[config.mk]
export PLATFORM = sky130hd
export DESIGN_NAME = rst_seq_flat
export DESIGN_NICKNAME = d
export VERILOG_FILES = /design/src/rtl/rst_seq_if.sv /design/src/rtl/rst_seq.sv /design/src/flat_wrapper.sv
export SDC_FILE = /design/constraint.sdc
export NUM_CORES = 1
export LEC_CHECK = 0
export ABC_CLOCK_PERIOD_IN_PS = 2380
export BUFFER_PORTS_ARGS = -buffer_cell sky130_fd_sc_hd__buf_2
export CELL_PAD_IN_SITES_DETAIL_PLACEMENT = 1
export CELL_PAD_IN_SITES_GLOBAL_PLACEMENT = 1
export CORE_MARGIN = 2
export CORE_UTILIZATION = 40
export DETAILED_ROUTE_END_ITERATION = 6
export PLACE_DENSITY_LB_ADDON = 0.12
export SLEW_MARGIN = 20
export SYNTH_ARGS = -nofsm -noshare
export SYNTH_HDL_FRONTEND = slang
export SYNTH_SLANG_ARGS = --single-unit
[constraint.sdc]
create_clock -name dst_clk -period 2.38 [get_ports dst_clk]
set_input_delay 0.238 -clock dst_clk [delete_from_list [all_inputs] [get_ports dst_clk]]
set_output_delay 0.238 -clock dst_clk [all_outputs]
set_load 0.01 [all_outputs]
[src/rtl/rst_seq_if.sv]
// Reset sequencer bus: raw per-channel reset requests in, sequenced resets and
// release status out. The driver of src_rst_n uses master, the sequencer slave.
interface rst_seq_if #(
    parameter int unsigned N_CH = 4
) ();
    localparam int unsigned REL_W = $clog2(N_CH + 1);

    logic [N_CH-1:0]  src_rst_n;
    logic [N_CH-1:0]  dst_rst_n;
    logic [REL_W-1:0] rel_cnt;
    logic             all_done;

    modport master (
        output src_rst_n,
        input  dst_rst_n,
        input  rel_cnt,
        input  all_done
    );

    modport slave (
        input  src_rst_n,
        output dst_rst_n,
        output rel_cnt,
        output all_done
    );
endinterface

[src/rtl/rst_seq.sv]
// Ordered reset sequencer. Each asynchronous active-low reset request is
// synchronised into dst_clk, then channels are released one at a time in index
// order, each only after its request has been stably deasserted for HOLD_CYCLES
// cycles. Re-asserting any released channel pulls it and every later channel
// back into reset and restarts the sequence from that channel.
module rst_seq #(
    parameter int unsigned N_CH        = 4,
    parameter int unsigned DEPTH       = 2,
    parameter int unsigned HOLD_CYCLES = 16
) (
    input  logic     dst_clk,
    input  logic     dst_rst,
    rst_seq_if.slave bus
);
    localparam int unsigned CNT_W = $clog2(HOLD_CYCLES + 1);
    localparam int unsigned REL_W = $clog2(N_CH + 1);

    localparam logic [CNT_W-1:0] CNT_LAST = CNT_W'(HOLD_CYCLES - 1);
    localparam logic [REL_W-1:0] PTR_END  = REL_W'(N_CH);

    // Synchroniser chain, stage 0 samples the raw request.
    logic [N_CH-1:0] sync_q [DEPTH];
    logic [N_CH-1:0] req_s;

    // Sequencing state: ptr is the next channel to release (equals rel_cnt).
    logic [REL_W-1:0] ptr_q, ptr_d;
    logic [CNT_W-1:0] cnt_q, cnt_d;

    // Output registers, kept separate so outputs come straight from flops.
    logic [N_CH-1:0] dst_q, dst_d;
    logic            done_q, done_d;

    // Decode helpers.
    logic             reassert;
    logic [REL_W-1:0] first_low;
    logic             cur_req;

    assign req_s = sync_q[DEPTH-1];

    // Per-channel DEPTH-stage synchroniser, cleared by block reset.
    always_ff @(posedge dst_clk) begin
        if (dst_rst) begin
            for (int i = 0; i < int'(DEPTH); i++) begin
                sync_q[i] <= '0;
            end
        end else begin
            sync_q[0] <= bus.src_rst_n;
            for (int i = 1; i < int'(DEPTH); i++) begin
                sync_q[i] <= sync_q[i-1];
            end
        end
    end

    // Find the lowest released channel whose request dropped, and the request
    // level of the channel currently being held off.
    always_comb begin
        reassert  = 1'b0;
        first_low = '0;
        cur_req   = 1'b0;
        // Descending scan so the smallest matching index wins.
        for (int k = int'(N_CH) - 1; k >= 0; k--) begin
            if ((REL_W'(k) < ptr_q) && !req_s[k]) begin
                reassert  = 1'b1;
                first_low = REL_W'(k);
            end
        end
        for (int k = 0; k < int'(N_CH); k++) begin
            if (REL_W'(k) == ptr_q) begin
                cur_req = req_s[k];
            end
        end
    end

    // Next-state for pointer, hold counter and the outputs derived from them.
    always_comb begin
        ptr_d = ptr_q;
        cnt_d = cnt_q;
        if (reassert) begin
            // Re-assertion beats any release due in the same cycle.
            ptr_d = first_low;
            cnt_d = '0;
        end else if (ptr_q < PTR_END) begin
            if (cur_req) begin
                if (cnt_q == CNT_LAST) begin
                    ptr_d = ptr_q + 1'b1;
                    cnt_d = '0;
                end else begin
                    cnt_d = cnt_q + 1'b1;
                end
            end else begin
                // Request still asserted (or glitched): restart the hold.
                cnt_d = '0;
            end
        end else begin
            cnt_d = '0;
        end

        dst_d = '0;
        for (int j = 0; j < int'(N_CH); j++) begin
            dst_d[j] = (REL_W'(j) < ptr_d);
        end
        done_d = (ptr_d == PTR_END);
    end

    // Sequencing and output registers with synchronous block reset.
    always_ff @(posedge dst_clk) begin
        if (dst_rst) begin
            ptr_q  <= '0;
            cnt_q  <= '0;
            dst_q  <= '0;
            done_q <= 1'b0;
        end else begin
            ptr_q  <= ptr_d;
            cnt_q  <= cnt_d;
            dst_q  <= dst_d;
            done_q <= done_d;
        end
    end

    assign bus.dst_rst_n = dst_q;
    assign bus.rel_cnt   = ptr_q;
    assign bus.all_done  = done_q;

endmodule

[src/flat_wrapper.sv]
// flat-port wrapper written by rule: the top's interface ports become plain ports
module rst_seq_flat 
#(
    parameter int unsigned N_CH        = 4,
    parameter int unsigned DEPTH       = 2,
    parameter int unsigned HOLD_CYCLES = 16
)
  (dst_clk, dst_rst, bus_src_rst_n, bus_dst_rst_n, bus_rel_cnt, bus_all_done);
  rst_seq_if #(.N_CH(N_CH)) bus_i ();
  input  logic dst_clk;
  input  logic dst_rst;
  input wire logic [$bits(bus_i.src_rst_n)-1:0] bus_src_rst_n;
  output wire logic [$bits(bus_i.dst_rst_n)-1:0] bus_dst_rst_n;
  output wire logic [$bits(bus_i.rel_cnt)-1:0] bus_rel_cnt;
  output wire logic [$bits(bus_i.all_done)-1:0] bus_all_done;
  assign bus_i.src_rst_n = bus_src_rst_n;
  assign bus_dst_rst_n = bus_i.dst_rst_n;
  assign bus_rel_cnt = bus_i.rel_cnt;
  assign bus_all_done = bus_i.all_done;
  rst_seq #(.N_CH(N_CH), .DEPTH(DEPTH), .HOLD_CYCLES(HOLD_CYCLES)) u_core (.dst_clk(dst_clk), .dst_rst(dst_rst), .bus(bus_i));
endmodule
# Word level (Yosys, flattened, before mapping)
# Memories as Yosys holds them, arrays and structs flattened.
# Index checks and enable logic that the tools add are counted.
# op_classes
reduce_logical	10
n_lt_le_gt_ge	9
muxes	21
bitwise	4
n_eq_ne	5
n_mul	0
shifts	0
div	0
addsub	2
# op_table
cell	count
less-than comparator 1 x 3 -> 1 bit, first input constant	4
less-than comparator 2 x 3 -> 1 bit, first input constant	4
2-to-1 mux 3 bit	4
2-to-1 mux 1 bit	11
2-to-1 mux 2 bit	4
2-to-1 mux 4 bit	2
== test 2 x 3 -> 1 bit, first input constant	2
adder 5 x 1 -> 5 bit, second input constant	1
== test 5 x 4 -> 1 bit, second input constant	1
OR reduction 5 bit	1
logical AND 1 bit	4
zero test 1 bit	4
adder 3 x 1 -> 3 bit, second input constant	1
== test 1 x 3 -> 1 bit, first input constant	1
== test 3 bit, second input constant	1
zero test 3 bit	1
less-than comparator 3 bit, second input constant	1
inverter 1 bit	2
bitwise OR 1 bit	2
# totals
rom_bits	0
ram_bits	8
output_inout_bits	8
latch_bits	0
elab_cells	56
regBits	13
input_bits	6
n_memories	1
# mem_list
name	words	width	read_ports	rd_ports_with_merged_regs	write_ports	line_no	source
u_core.sync_q	2	4	2	0	2	rst_seq.sv:22	logic [N_CH-1:0] sync_q [DEPTH];

# Logic depth before layout (Yosys ltp)
# logic_depth
word_depth	9
depth_mapped	8
ltp_nobuf	8

# Worst setup path after synthesis
# No wires, ideal clock.
# synth_path
path_kind	reg-to-reg
startpoint	register u_core.ptr_q[0] (netlist: u_core.bus.rel_cnt[0])
endpoint	register u_core.done_q (netlist: u_core.bus.all_done)
t_arrival_ps	2188
path_stages_with_launch	9
path_slack_ps	132
required_time_ps	2320
setup_ps	60
synth_period_minus_slack_ps	2248
path_buffers	0
cell_sequence	dfxtp_1 > inv_1 > ha_1 > nor2b_1 > a2111oi_4 > and3_1 > xnor2_1 > a2bb2oi_1 > and3_1
# synth_via
elab_chain_cells	9
word_cells_on_any_way	31
classes_between	1 x add/sub; 5 x order compare; 4 x eq/ne; 16 x mux; 5 x reduce/logical
# synth_lines
element	line_no	source
start: declaration	rst_seq.sv:26	logic [REL_W-1:0] ptr_q, ptr_d;
start signal: assignment	rst_seq.sv:113	ptr_q <= ptr_d;
parallel branches: the longest is 7 deep, another holds less-than comparator 2 x 3 -> 1 bit	n/a	
2-to-1 mux 3 bit (*)	rst_seq.sv:78	if (reassert) begin
== test 3 bit (*)	rst_seq.sv:102	done_d = (ptr_d == PTR_END);
end signal: assignment	rst_seq.sv:116	done_q <= done_d;
end: declaration	rst_seq.sv:31	logic done_q, done_d;
# Every way passes the cells marked *.
# A chain may end at the register's enable or synchronous reset.

# Final worst setup path
# layout_path
startpoint	register u_core.ptr_q[1] (netlist: u_core.bus.rel_cnt[1])
endpoint	register u_core.dst_q[0] (netlist: u_core.bus.dst_rst_n[0])
# layout_via
elab_chain_cells	9
word_cells_on_any_way	31
classes_between	1 x add/sub; 6 x order compare; 3 x eq/ne; 16 x mux; 5 x reduce/logical
# layout_lines
element	line_no	source
parallel branches: the longest is 7 deep, another holds less-than comparator 2 x 3 -> 1 bit	n/a	
2-to-1 mux 3 bit (*)	rst_seq.sv:78	
less-than comparator 1 x 3 -> 1 bit (*)	rst_seq.sv:100	dst_d[j] = (REL_W'(j) < ptr_d);
end signal: assignment	rst_seq.sv:115	dst_q <= dst_d;
end: declaration	rst_seq.sv:30	logic [N_CH-1:0] dst_q, dst_d;
# Marked as above.

==> summary.txt <==
Critical path
  – Critical path capture point type: flop
  – Crit path buf inv count: 1
  – CP required: between 2000 and 3000 ps
  – CP Class: reg2reg
  – Max stage delay cell, worst path: dfxtp_1
  – CP top delay family: compound AO/OA/AOI/OAI gates
  – Worst Path Max Fanout: 7
  – Max stage delay on crit path: between 400 and 500 ps
  – Crit path DAT: 2360 ps
  – Crit-path cells: inv_1 > ha_1 > a211oi_1 > a2111oi_4 > and3_1 > a211o_1 > nand3b_1 > o211ai_1
  – Startpoint types: flop

Timing
  – Final setup fails: 0
  – Least-Margin Pin Slew: approximately 370 ps
  – Post-route minimum period: roughly 2200 ps
  – RSZ-0062 raised after global routing: no
  – Hold WS: ~150 ps
  – Worst rel slew slack: 0.749
  – Final TNS setup: 0 ps
  – Final hold vios: 0
  – FMAX: approximately 460 MHz
  – Pins Over Slew Limit: 0
  – Final worst-path cycle share: 0.915
  – Clock Skews: between 4 and 5 ps

Clock network
  – Resized Gates After CTS: 0
  – Cts hold-fix bufs: 0
  – Max H-tree Level: 1
  – Bufs on Longest Clock Path: 2
  – Clk sink count: 20
  – CTS tree: built
  – TritonCTS Buffers: 3
  – Clock latency at the later pin of the worst-skew pair: 290 ps
  – Root Buffer: clkbuf_4
  – Clock slew at reported path FFs: approximately 100 ps
  – Setup Fix Bufs, Post-CTS: 0

Yosys
  – EDFF count, synth: 0
  – Average size of a mapped cell: between 9 and 10 um^2
  – Syn nets: 93
  – Seq cells post-synth: 20
  – Synthesized instance count: 82
  – Post-synth cell types: 28
  – FFs w/ async S/R, synth: 0
  – Synth Warn #: 0
  – Syn Std Cell Area: just over 800 um^2
  – Part of the Yosys area used for sequential elements: 0.489
  – Synth Flop Type: dfxtp_1

Cells and area
  – Most frequent cells in the layout: dfxtp_1 (20), buf_2 (13), nor2b_1 (9), nor2_1 (8), inv_1 (7)
  – Synthesis-to-layout area growth: 16.8%
  – Most common cell after layout, fill and taps aside: dfxtp_1
  – Share of layout cells above drive strength 1: 0.214
  – Core Util, Final: 0.492
  – Reg area: between 400 and 500 um^2
  – Diode count: 0
  – Cell Count, Final, Fillers Out: between 100 and 150
  – Fillers: 243
  – # nets final: 110
  – Area of the multi-input gates: ~390 um^2

Placement
  – DP Wirelength: 1150 um
  – GP Congestion: 0.817
  – Port Buffers: 13
  – # placed instances: between 100 and 150

Route
  – Final WL: ~1500 um
  – Initial drt markers: 1
  – DR DRC count: 0
  – Routed vias/inst: 4.76
  – Post-route ant nets: 0
  – Routed vias: roughly 600
  – DR pass1 iterations: 4
  – Drt wl/cell: roughly 12 um

GRT
  – Largest net degree at the start of global routing: 14
  – Aggregate global routing overflow: 0
  – Vias in the first global route: slightly above 600
  – GRT Util Overall: 0.150
  – Initial antenna violation count: 0
  – First-pass GRT wire length: about 2700 um

Pwr
  – Power Dens Cells: roughly 580 mW/mm^2
  – Pwr Total: 553 uW
  – Peak VDD IR: between 400 and 500 uV
  – Pleak: around 0.00044 uW

Floorplan
  – # IOs: 14
  – Initial Util: 0.421
  – Core ar.: just under 0.002 mm^2
  – Row count: 16
  – Chip width: about 49 um
  – Total die area: around 0.0024 mm^2
  – Die Y: slightly below 50 um

Outcome
  – Status: complete, no violations

Flow run
  – Max cap viols: 0

Min path
  – Worst hold path class: in2reg
state kept, by name (all words and copies together) (netlist names):
register and cells:
u_core.bus.dst_rst_n 4, u_core.bus.rel_cnt 2, u_core.cnt_q 5, u_core.sync_q 8, u_core.bus.all_done 1
routing by layer:
metal,vias to the layer above,routed length [um],track usage
met4,0,14,0.0857
met5,-,0,0
met1,276,768,0.194
met3,2,42,0.0184
met2,11,687,0.239
li1,306,-,-
per-stage QoR:
step                      instance area (um^2)  setup slack, ps
after floorplan                            818              132
after global placement                     913              227
after detailed placement                   913              167
after CTS                                  950              134
after global routing                       956             1.68
final                                      956              203
power by group:
group	internal (uW)	switching (uW)	leakage [uW]
clock network	93.3	98.2	0.0000210
registers	341	3.68	0.000163
logic	9.03	7.51	0.000259
path summary, 6_finish.rpt:
path	start	slack [ps]	to	cells after the start
max	u_core.bus.rel_cnt[1]	200	u_core.bus.dst_rst_n[0]	8
min	bus_src_rst_n[0]	150	u_core.sync_q[0][0]	2
max reg2reg	u_core.bus.rel_cnt[1]	200	u_core.bus.dst_rst_n[0]	8
min reg2reg	u_core.sync_q[0][3]	450	u_core.sync_q[0][7]	1
worst reg2reg max path: stages (launching register included):
cell and delay [ps]:
dfxtp_1 480, inv_1 120, ha_1 190, a211oi_1 370
a2111oi_4 100, and3_1 230, a211o_1 310, nand3b_1 150
o211ai_1 110
Yosys cell counts, drive strengths merged, types with 2 or more instances:
library cell / count / area share
nor2: 8 / 0.037
o21ai: 3 / 0.018
and3: 3 / 0.023
nor2b: 9 / 0.069
ha: 5 / 0.076
dfxtp: 20 / 0.49
a2bb2oi: 2 / 0.021
nand3b: 2 / 0.018
nand2: 5 / 0.023
inv: 7 / 0.032
xnor2: 2 / 0.021
cells by family after synthesis:
kind of cell	synth area share
adders and majority gates	0.0765
buffers and inverters	0.0459
AOI/OAI and AO/OA	0.130
and+or+nand+nor	0.226
xor gates and xnor gates	0.0321
DFF	0.489
final cells by class:
type,count,share of cell area
clock buffers,4,0.0380
repair buffers,14,0.0759
flip-flops and latches,20,0.419
multi-input cells,53,0.404
inverters,7,0.0275
well taps,27,0.0353
Note: power is estimated with default switching activity, not from simulation.
